--- src/rtl/uop_cache_sched.sv ---
// Scheduler and sole owner of the single-port uop_cache BRAM: fill/replay arbitration,
// per-entry valid bits, and an invalidation sweep on reset or clr_req.
module uop_cache_sched #(
  parameter int DEPTH  = 64,
  parameter int IDX_W  = 6,
  parameter int ADDR_W = 9,
  parameter int DATA_W = 32
) (
  input  logic              clk,
  input  logic              reset,
  input  logic              fill_req,
  input  logic [IDX_W-1:0]  fill_idx,
  input  logic [DATA_W-1:0] fill_data,
  output logic              fill_gnt,
  input  logic              rd_req,
  input  logic [IDX_W-1:0]  rd_idx,
  output logic              rd_gnt,
  output logic              rd_valid,
  output logic              rd_hit,
  output logic [DATA_W-1:0] rd_data,
  input  logic              clr_req,
  output logic              busy,
  output logic [15:0]       deny_cnt,
  output logic              bram_en,
  output logic              bram_we,
  output logic [ADDR_W-1:0] bram_addr,
  output logic [DATA_W-1:0] bram_wdata,
  input  logic [DATA_W-1:0] bram_rdata
);

  localparam logic [0:0] ST_CLEAR = 1'b0;
  localparam logic [0:0] ST_IDLE  = 1'b1;

  logic [0:0]       state;
  logic [IDX_W-1:0] sweep_idx;
  logic [DEPTH-1:0] valid;
  logic             rr;
  logic             arb;
  logic             both;

  assign busy    = (state == ST_CLEAR);
  assign rd_data = bram_rdata;

  // Grants are only arbitrated in IDLE with no clear pending; rr=1 favours the fill port.
  always_comb begin
    // NOTE: every output gets a default first so no path through this block infers a latch.
    arb        = (state == ST_IDLE) && !clr_req;
    both       = fill_req && rd_req;
    rd_gnt     = arb && rd_req && (!fill_req || !rr);
    fill_gnt   = arb && fill_req && (!rd_req || rr);
    bram_en    = 1'b0;
    bram_we    = 1'b0;
    bram_addr  = '0;
    bram_wdata = '0;
    if (state == ST_CLEAR) begin
      bram_en   = 1'b1;
      bram_we   = 1'b1;
      bram_addr = ADDR_W'({sweep_idx, 3'b000});
    end else if (fill_gnt) begin
      bram_en    = 1'b1;
      bram_we    = 1'b1;
      bram_addr  = ADDR_W'({fill_idx, 3'b000});
      bram_wdata = fill_data;
    end else if (rd_gnt) begin
      bram_en   = 1'b1;
      bram_addr = ADDR_W'({rd_idx, 3'b000});
    end
  end

  // NOTE: the valid bits are ordinary flops and are reset; the BRAM array itself has no
  // reset, which is why the sweep writes zeros into every entry after reset.
  always_ff @(posedge clk or negedge reset) begin
    if (!reset) begin
      state     <= ST_CLEAR;
      sweep_idx <= '0;
      valid     <= '0;
      rr        <= 1'b0;
      rd_valid  <= 1'b0;
      rd_hit    <= 1'b0;
      deny_cnt  <= '0;
    end else begin
      // NOTE: non-blocking assignments keep every register update reading pre-edge values.
      rd_valid <= rd_gnt;
      rd_hit   <= rd_gnt && valid[rd_idx];
      if (arb && both)
        rr <= !rr;
      if (((fill_req && !fill_gnt) || (rd_req && !rd_gnt)) && (deny_cnt != 16'hFFFF))
        deny_cnt <= deny_cnt + 16'd1;

      case (state)
        ST_CLEAR: begin
          valid[sweep_idx] <= 1'b0;
          if (clr_req) begin
            sweep_idx <= '0;
          end else begin
            sweep_idx <= sweep_idx + 1'b1;
            if (sweep_idx == IDX_W'(DEPTH - 1))
              state <= ST_IDLE;
          end
        end
        default: begin
          if (clr_req) begin
            state     <= ST_CLEAR;
            sweep_idx <= '0;
          end else if (fill_gnt) begin
            valid[fill_idx] <= 1'b1;
          end
        end
      endcase
    end
  end

endmodule

--- config.mk ---
export PLATFORM = sky130hd
export DESIGN_NAME = uop_cache_sched
export DESIGN_NICKNAME = d
export VERILOG_FILES = /design/src/rtl/uop_cache_sched.sv
export SDC_FILE = /design/constraint.sdc
export NUM_CORES = 1
export LEC_CHECK = 0
export CORE_MARGIN = 3
export CORE_UTILIZATION = 45
export DETAILED_ROUTE_END_ITERATION = 8
export PLACE_DENSITY = 0.85
export RECOVER_POWER = 100
export SLEW_MARGIN = 20
export SYNTH_ARGS = -nofsm -noshare
export SYNTH_HDL_FRONTEND = slang
export SYNTH_SLANG_ARGS = --single-unit
--- constraint.sdc ---
create_clock -name clk -period 2.7 [get_ports clk]
set_clock_uncertainty 0.15 [all_clocks]
set_input_delay 0.54 -clock clk [delete_from_list [all_inputs] [get_ports clk]]
set_output_delay 0.54 -clock clk [all_outputs]
set_load 0.02 [all_outputs]
==> flow_summary.toml, run 1 <==
[setup_path]
critPathRequiredTime_ns = 2.01
start_kind = "input port"
r2r_cells = 9
rrSetupSlack_ns = 0.38
critPathArrivalTime_ns = 1.94
cp_max_fo = 5
critPathKind = "in -> out"
end_kind = "output pin"

[timing]
maxSlewViolCount = 0
worst_slew_pin_slew_ns = 1.08
rsz0062_at_grt = "false"
relSlewSlack = 0.277
layout_setup_ws_ns = 0.0750
hold_viol_final = 0
max_freq_mhz = 381
setup_viol = 0
period_share = 0.972
fin_crit_ns = 2.63

[clocking]
cts_buffer_depth = 2
htreeDepth = 3
numCtsBuffers = 9
hold_buffers = 0
clock_sinks = 90
clk_pin_slew_ns = 0.09
ctsRootBufferMaster = "clkbuf_8"
cts_tree = "built"
clk_latency_ns = 0.36

[global_routing]
gr-total-overflow = 0
grt_usage = 0.249
grt_pass1_wl_mm = 24.4
antenna_found_initial = 0
grt_max_degree = 41
first_global_vias = 4448

[pwr]
p_leak_nw = 2.33
intPower_mw = 2.14
power_density_nw_per_um2 = 498
pwr-share-comb = 0.218
p_sw_frac = 0.303
clkPwrFrac = 0.267
power_frac_seq = 0.515
switching_power_mw = 0.930
ir_drop_mv = 0.536

[synthesis]
synth-seq-cells = 90
yosys.area.top_type_share = 0.456
ys_top_cells_by_count = "126 x o21ai_0, 90 x dfrtp_1, 35 x buf_4"
synth_cell_type_count = 47
syn-cell-area_um2 = 4930
synth_area_per_cell_um2 = 10.1
ys_warn_count = 0
seq_area_frac_synth = 0.456
synthTopCellsByArea = "dfrtp_1 46%, o21ai_0 13%, mux4_1 8.0%"
synth_edf_count = 0
synth_cells = 490
synth-async-reset-ratio = 1.00
synth_area_leader_cell = "dfrtp_1"
synth_most_common_cell = "o21ai_0"
ys.flop_type = "dfrtp_1"

[route]
avgRoutedWirePerCell_um = 20.6
vias_per_cell = 6.00
route.detailed.drc = 0
num_vias = 4427
ant_nets = 0
wl_mm = 15.2
first_pass_iters = 6
drt-initial-drc-count = 506

[cells_and_area]
areaGrowthSynthToFinish_pct = 25.0
num-nets-final = 680
drive_gt1_frac = 0.111
design_area_um2 = 6170
final_util = 0.587
stdcell_count = 738
antenna_cells = 0

[placement]
placed_area_um2 = 6180
dp_cells = 721
dp_slack_ns = -0.444
port_buffers = 109
dp_hpwl_mm = 10.9
finalWeightedCongestion = 0.991

[min_path]
hold_path_class = "in -> async"

[floorplanning]
core.rowCount = 37
die_h_um = 111
ioPinCount = 177
die_w_um = 111
dieArea_um2 = 12300
start_util = 0.470
core_um2 = 10500

[outcome]
status = "finished clean"

[flow_run]
max-cap-violations = 0
layout by cell type (no fill, tap or decap), types with 4 or more instances in the layout:
cell type and count:
inv_1 8, nor2_1 19, o21ai_1 4, dfrtp_1 90
clkbuf_8 10, nand3_1 25, xnor2_1 16, buf_4 28
clkbuf_2 6, mux2i_1 4, and2_1 31, mux4_1 15
a21oi_1 5, clkbuf_1 27, nand2_1 27, nand4_1 8
xor2_1 4, o21ai_0 123, nor2b_1 7, dlygate4sd3_1 18
clkdlybuf4s50_1 46, clkdlybuf4s15_2 4, clkdlybuf4s15_1 12
final timing paths:
| path | start | end |
|---|---|---|
| min reg2reg | deny_cnt[9]$_DFFE_PN0P_ | deny_cnt[9]$_DFFE_PN0P_ |
| min | reset | valid[60]$_DFFE_PN0P_ |
| max reg2reg | state$_DFF_PN0_ | deny_cnt[12]$_DFFE_PN0P_ |
| max | fill_req | bram_en |
| max in group asynchronous | reset | rd_valid$_DFF_PN0_ |
| min in group clk | deny_cnt[9]$_DFFE_PN0P_ | deny_cnt[9]$_DFFE_PN0P_ |
critical path, cell delays in order:
cell             delay (ns)
clkdlybuf4s50_1        0.50
a21oi_1                0.11
clkbuf_1               0.17
or2_2                  0.31
clkdlybuf4s15_1        0.30
power by group through the flow:
stage	Sequential, mW	Combinational [mW]	Clock, mW
floorplan	1.66	0.335	0
global placement	1.60	0.676	0
detailed placement	1.61	0.700	0
CTS	1.58	0.707	0.835
global route	1.59	0.719	0.889
finish	1.58	0.669	0.818
sequential cells by signal (all words and copies together) (netlist names):
| register | flops |
|---|---|
| rd_valid | 1 |
| deny_cnt | 16 |
| valid | 64 |
| rd_hit | 1 |
| state | 1 |
| rr | 1 |
| sweep_idx | 6 |
kinds of logic after synthesis:
| group | Yosys count | share of synthesized area |
|---|---|---|
| compound gates | 145 | 0.157 |
| xor+xnor | 20 | 0.0355 |
| fa+ha+maj | 2 | 0.00507 |
| buf+inv | 65 | 0.0821 |
| flops | 90 | 0.456 |
| mux | 23 | 0.104 |
| other cells | 1 | 0.000760 |
| simple gates | 144 | 0.159 |
what timing repair did:
item                       4_1_cts  5_1_grt
buffers inserted                 0        1
gates resized for setup        130       27
setup endpoints to repair       42       39
gates cloned                     0        0
stage by stage:
step	setup TNS (ns)	total power [mW]	hold WS, ns
floorplan	0	1.99	0.0944
global placement	-14.58	2.28	0.324
detailed placement	-16.52	2.31	0.325
CTS	0	3.12	0.00992
global route	0	3.20	0.241
finish	0	3.07	0.178
final cells by class:
class / instances / area (um^2)
fill: 893 / 4340
sequential: 90 / 2250
inverter: 9 / 33.8
timing repair buffer: 150 / 1270
clock buffer: 12 / 145
clock inverter: 4 / 26.3
multi-input combinational: 337 / 2270
tap: 136 / 170
layer usage:
layer | part of all wire | global-route usage
met1 | 0.38 | 0.316
met2 | 0.49 | 0.410
met3 | 0.090 | 0.0568
met4 | 0.039 | 0.108
met5 | 0 | 0
(Power assumes the default switching activity.)
==> run 2, diff against run 1 <==
--- a/config.mk
+++ b/config.mk
@@ -5,7 +5,7 @@
 export SDC_FILE = /design/constraint.sdc
 export NUM_CORES = 1
 export LEC_CHECK = 0
-export CORE_MARGIN = 3
+export CORE_MARGIN = 2
 export CORE_UTILIZATION = 45
 export DETAILED_ROUTE_END_ITERATION = 8
 export PLACE_DENSITY = 0.85
==> run 2 against run 1 <==
Effect of this change:
- global-route usage grew 1.1 points
- via count grew 0.20%
- critical path type unchanged
- cell count grew 0.27%
- critical path depth grew 2
- sequential cell count is the same
- sequential share of layout area grew 0.074 points
- first-iteration DRC count grew 27%
- worst hold slack gained 0.16 ns
- count of clock-buffer cells in the layout shrank 2
- critical endpoint unchanged
- setup slack lost 0.018 ns
==> flow_summary.toml, run 2 (synthesized netlist as in run 1, its figures left out) <==
[flow_run]
max-cap-violations = 0

[setup_path]
cp_max_fo = 5
start_kind = "input port"
worstPathCellList = "clkdlybuf4s50_1 > buf_4 > nand2_1 > a21oi_2 > buf_4 > or2_2 > clkdlybuf4s15_1"
r2r_cells = 7
critPathKind = "in -> out"
slowest_stage = "clkdlybuf4s50_1"
critPathRequiredTime_ns = 2.01
max_stage_delay_ns = 0.42
end_kind = "output pin"
critPathArrivalTime_ns = 1.95
cpMostUsedCell = "buf_4"

[timing]
tns_ns = 0
worst_slew_pin_slew_ns = 1.02
period_share = 0.979
max_freq_mhz = 378
maxSlewViolCount = 0
setup_viol = 0
relSlewSlack = 0.320
fin_crit_ns = 2.64
layout_setup_ws_ns = 0.0570
rsz0062_at_grt = "false"
hold_viol_final = 0

[pwr]
p_leak_nw = 2.31
power_density_nw_per_um2 = 539
power_mw = 3.32
ir_drop_mv = 0.245

[cells_and_area]
layout_common_cells = "126 x o21ai_0, 90 x dfrtp_1, 47 x clkdlybuf4s50_1"
layout_commonest_cell = "o21ai_0"
areaGrowthSynthToFinish_pct = 24.7
drive_gt1_frac = 0.123
largest_reg_flops = 64
antenna_cells = 0
top_register = "valid"
stdcell_count = 740
num-nets-final = 678
top_regs = "valid (64), deny_cnt (16), sweep_idx (6)"
final_util = 0.570

[clocking]
numCtsBuffers = 9
ctsRootBufferMaster = "clkbuf_8"
post_cts_buffers = 0
htreeDepth = 3
cts_tree = "built"
cts_buffer_depth = 2
clk_pin_slew_ns = 0.08
clk_latency_ns = 0.38
clock_sinks = 90

[global_routing]
gr-total-overflow = 0
first_global_vias = 4330
grt_busiest_layer = "met2"
grt_pass1_wl_mm = 22.9
grt_usage = 0.260
grt_util_met2 = 0.433
grt_max_degree = 51
grt_util_met3 = 0.0837
gr-usage-met1 = 0.295
antenna_found_initial = 0

[placement]
port_buffers = 109
finalWeightedCongestion = 0.989
dp_cells = 723
dp_hpwl_mm = 11.0
dp_slack_ns = -0.472

[route]
num_vias = 4436
avgRoutedWirePerCell_um = 20.8
first_pass_iters = 6
drt-initial-drc-count = 644
wl_mm = 15.4
vias_per_cell = 5.99
ant_nets = 0
route.detailed.drc = 0

[floorplanning]
ioPinCount = 177
die_w_um = 109
core_um2 = 10800
die_h_um = 109
core.rowCount = 38
dieArea_um2 = 11800
start_util = 0.457

[min_path]
whs_path_depth = 1
hold_path_class = "reg -> reg"

[outcome]
status = "finished clean"
[run 2: cell types whose count changed in the layout (fill, tap and decap cells not counted), moves of 3 or more]
cell	change
clkbuf_1	+4
clkbuf_4	+3
o21ai_1	-3
o21ai_0	+3
clkdlybuf4s15_1	-11
[run 2: worst paths after layout]
path                                    startpoint                       end  slack, ns
max                                         rd_req                   bram_en       0.06
min                        deny_cnt[9]$_DFFE_PN0P_   deny_cnt[9]$_DFFE_PN0P_       0.34
max reg2reg                deny_cnt[6]$_DFFE_PN0P_  deny_cnt[11]$_DFFE_PN0P_       0.49
min reg2reg                deny_cnt[9]$_DFFE_PN0P_   deny_cnt[9]$_DFFE_PN0P_       0.34
max in group asynchronous                    reset     valid[36]$_DFFE_PN0P_       0.34
min in group asynchronous                    reset     valid[52]$_DFFE_PN0P_       0.70
[run 2: stage by stage]
| step | hold WS, ns | instance area, um^2 |
|---|---|---|
| after floorplan | 0.0944 | 4940 |
| after CTS | 0.344 | 6370 |
| after global placement | 0.317 | 6140 |
| after global routing | 0.369 | 6150 |
| after detailed placement | 0.323 | 6140 |
| final | 0.338 | 6150 |
[run 2: cell type report]
type	count	area, um^2
multi-input combinational	337	2280
fill	879	4640
sequential	90	2250
tap	140	175
inverter	9	37.5
clock buffer	10	138
timing repair buffer	148	1180
clock inverter	6	95.1
[run 2: layer usage]
layer,share of wire,wire (um)
met1,0.34,5220
met2,0.48,7410
met3,0.13,2040
met4,0.047,719
met5,0,0
[run 2: repair_timing]
| item | 4_1_cts | 5_1_grt |
|---|---|---|
| hold buffers | 1 | 0 |
| resized for setup | 101 | 36 |
| setup endpoints to repair | 42 | 39 |
| endpoints found under the hold margin | 2 | 0 |
| pin swaps | 0 | 1 |
[run 2: power by group]
part	internal [mW]	switching, mW	leakage, nW	total (mW)
clock	0.558	0.515	0.118	1.07
combinational	0.309	0.352	1.24	0.661
sequential	1.47	0.120	0.948	1.59
[run 2: critical path: cells and delay by family]
family / cells / cell delay [ns]
AOI/OAI and AO/OA: 1 / 0.05
buffers and inverters: 4 / 1.01
and+or+nand+nor: 2 / 0.35
==> run 3, diff against run 2 <==
--- a/config.mk
+++ b/config.mk
@@ -5,8 +5,10 @@
 export SDC_FILE = /design/constraint.sdc
 export NUM_CORES = 1
 export LEC_CHECK = 0
+export ABC_CLOCK_PERIOD_IN_PS = 2700
 export CORE_MARGIN = 2
 export CORE_UTILIZATION = 45
+export CTS_CLUSTER_DIAMETER = 200
 export DETAILED_ROUTE_END_ITERATION = 8
 export PLACE_DENSITY = 0.85
 export RECOVER_POWER = 100
==> results of run 3 <==
Final layout, timing and power as in run 2 (identical DEF).
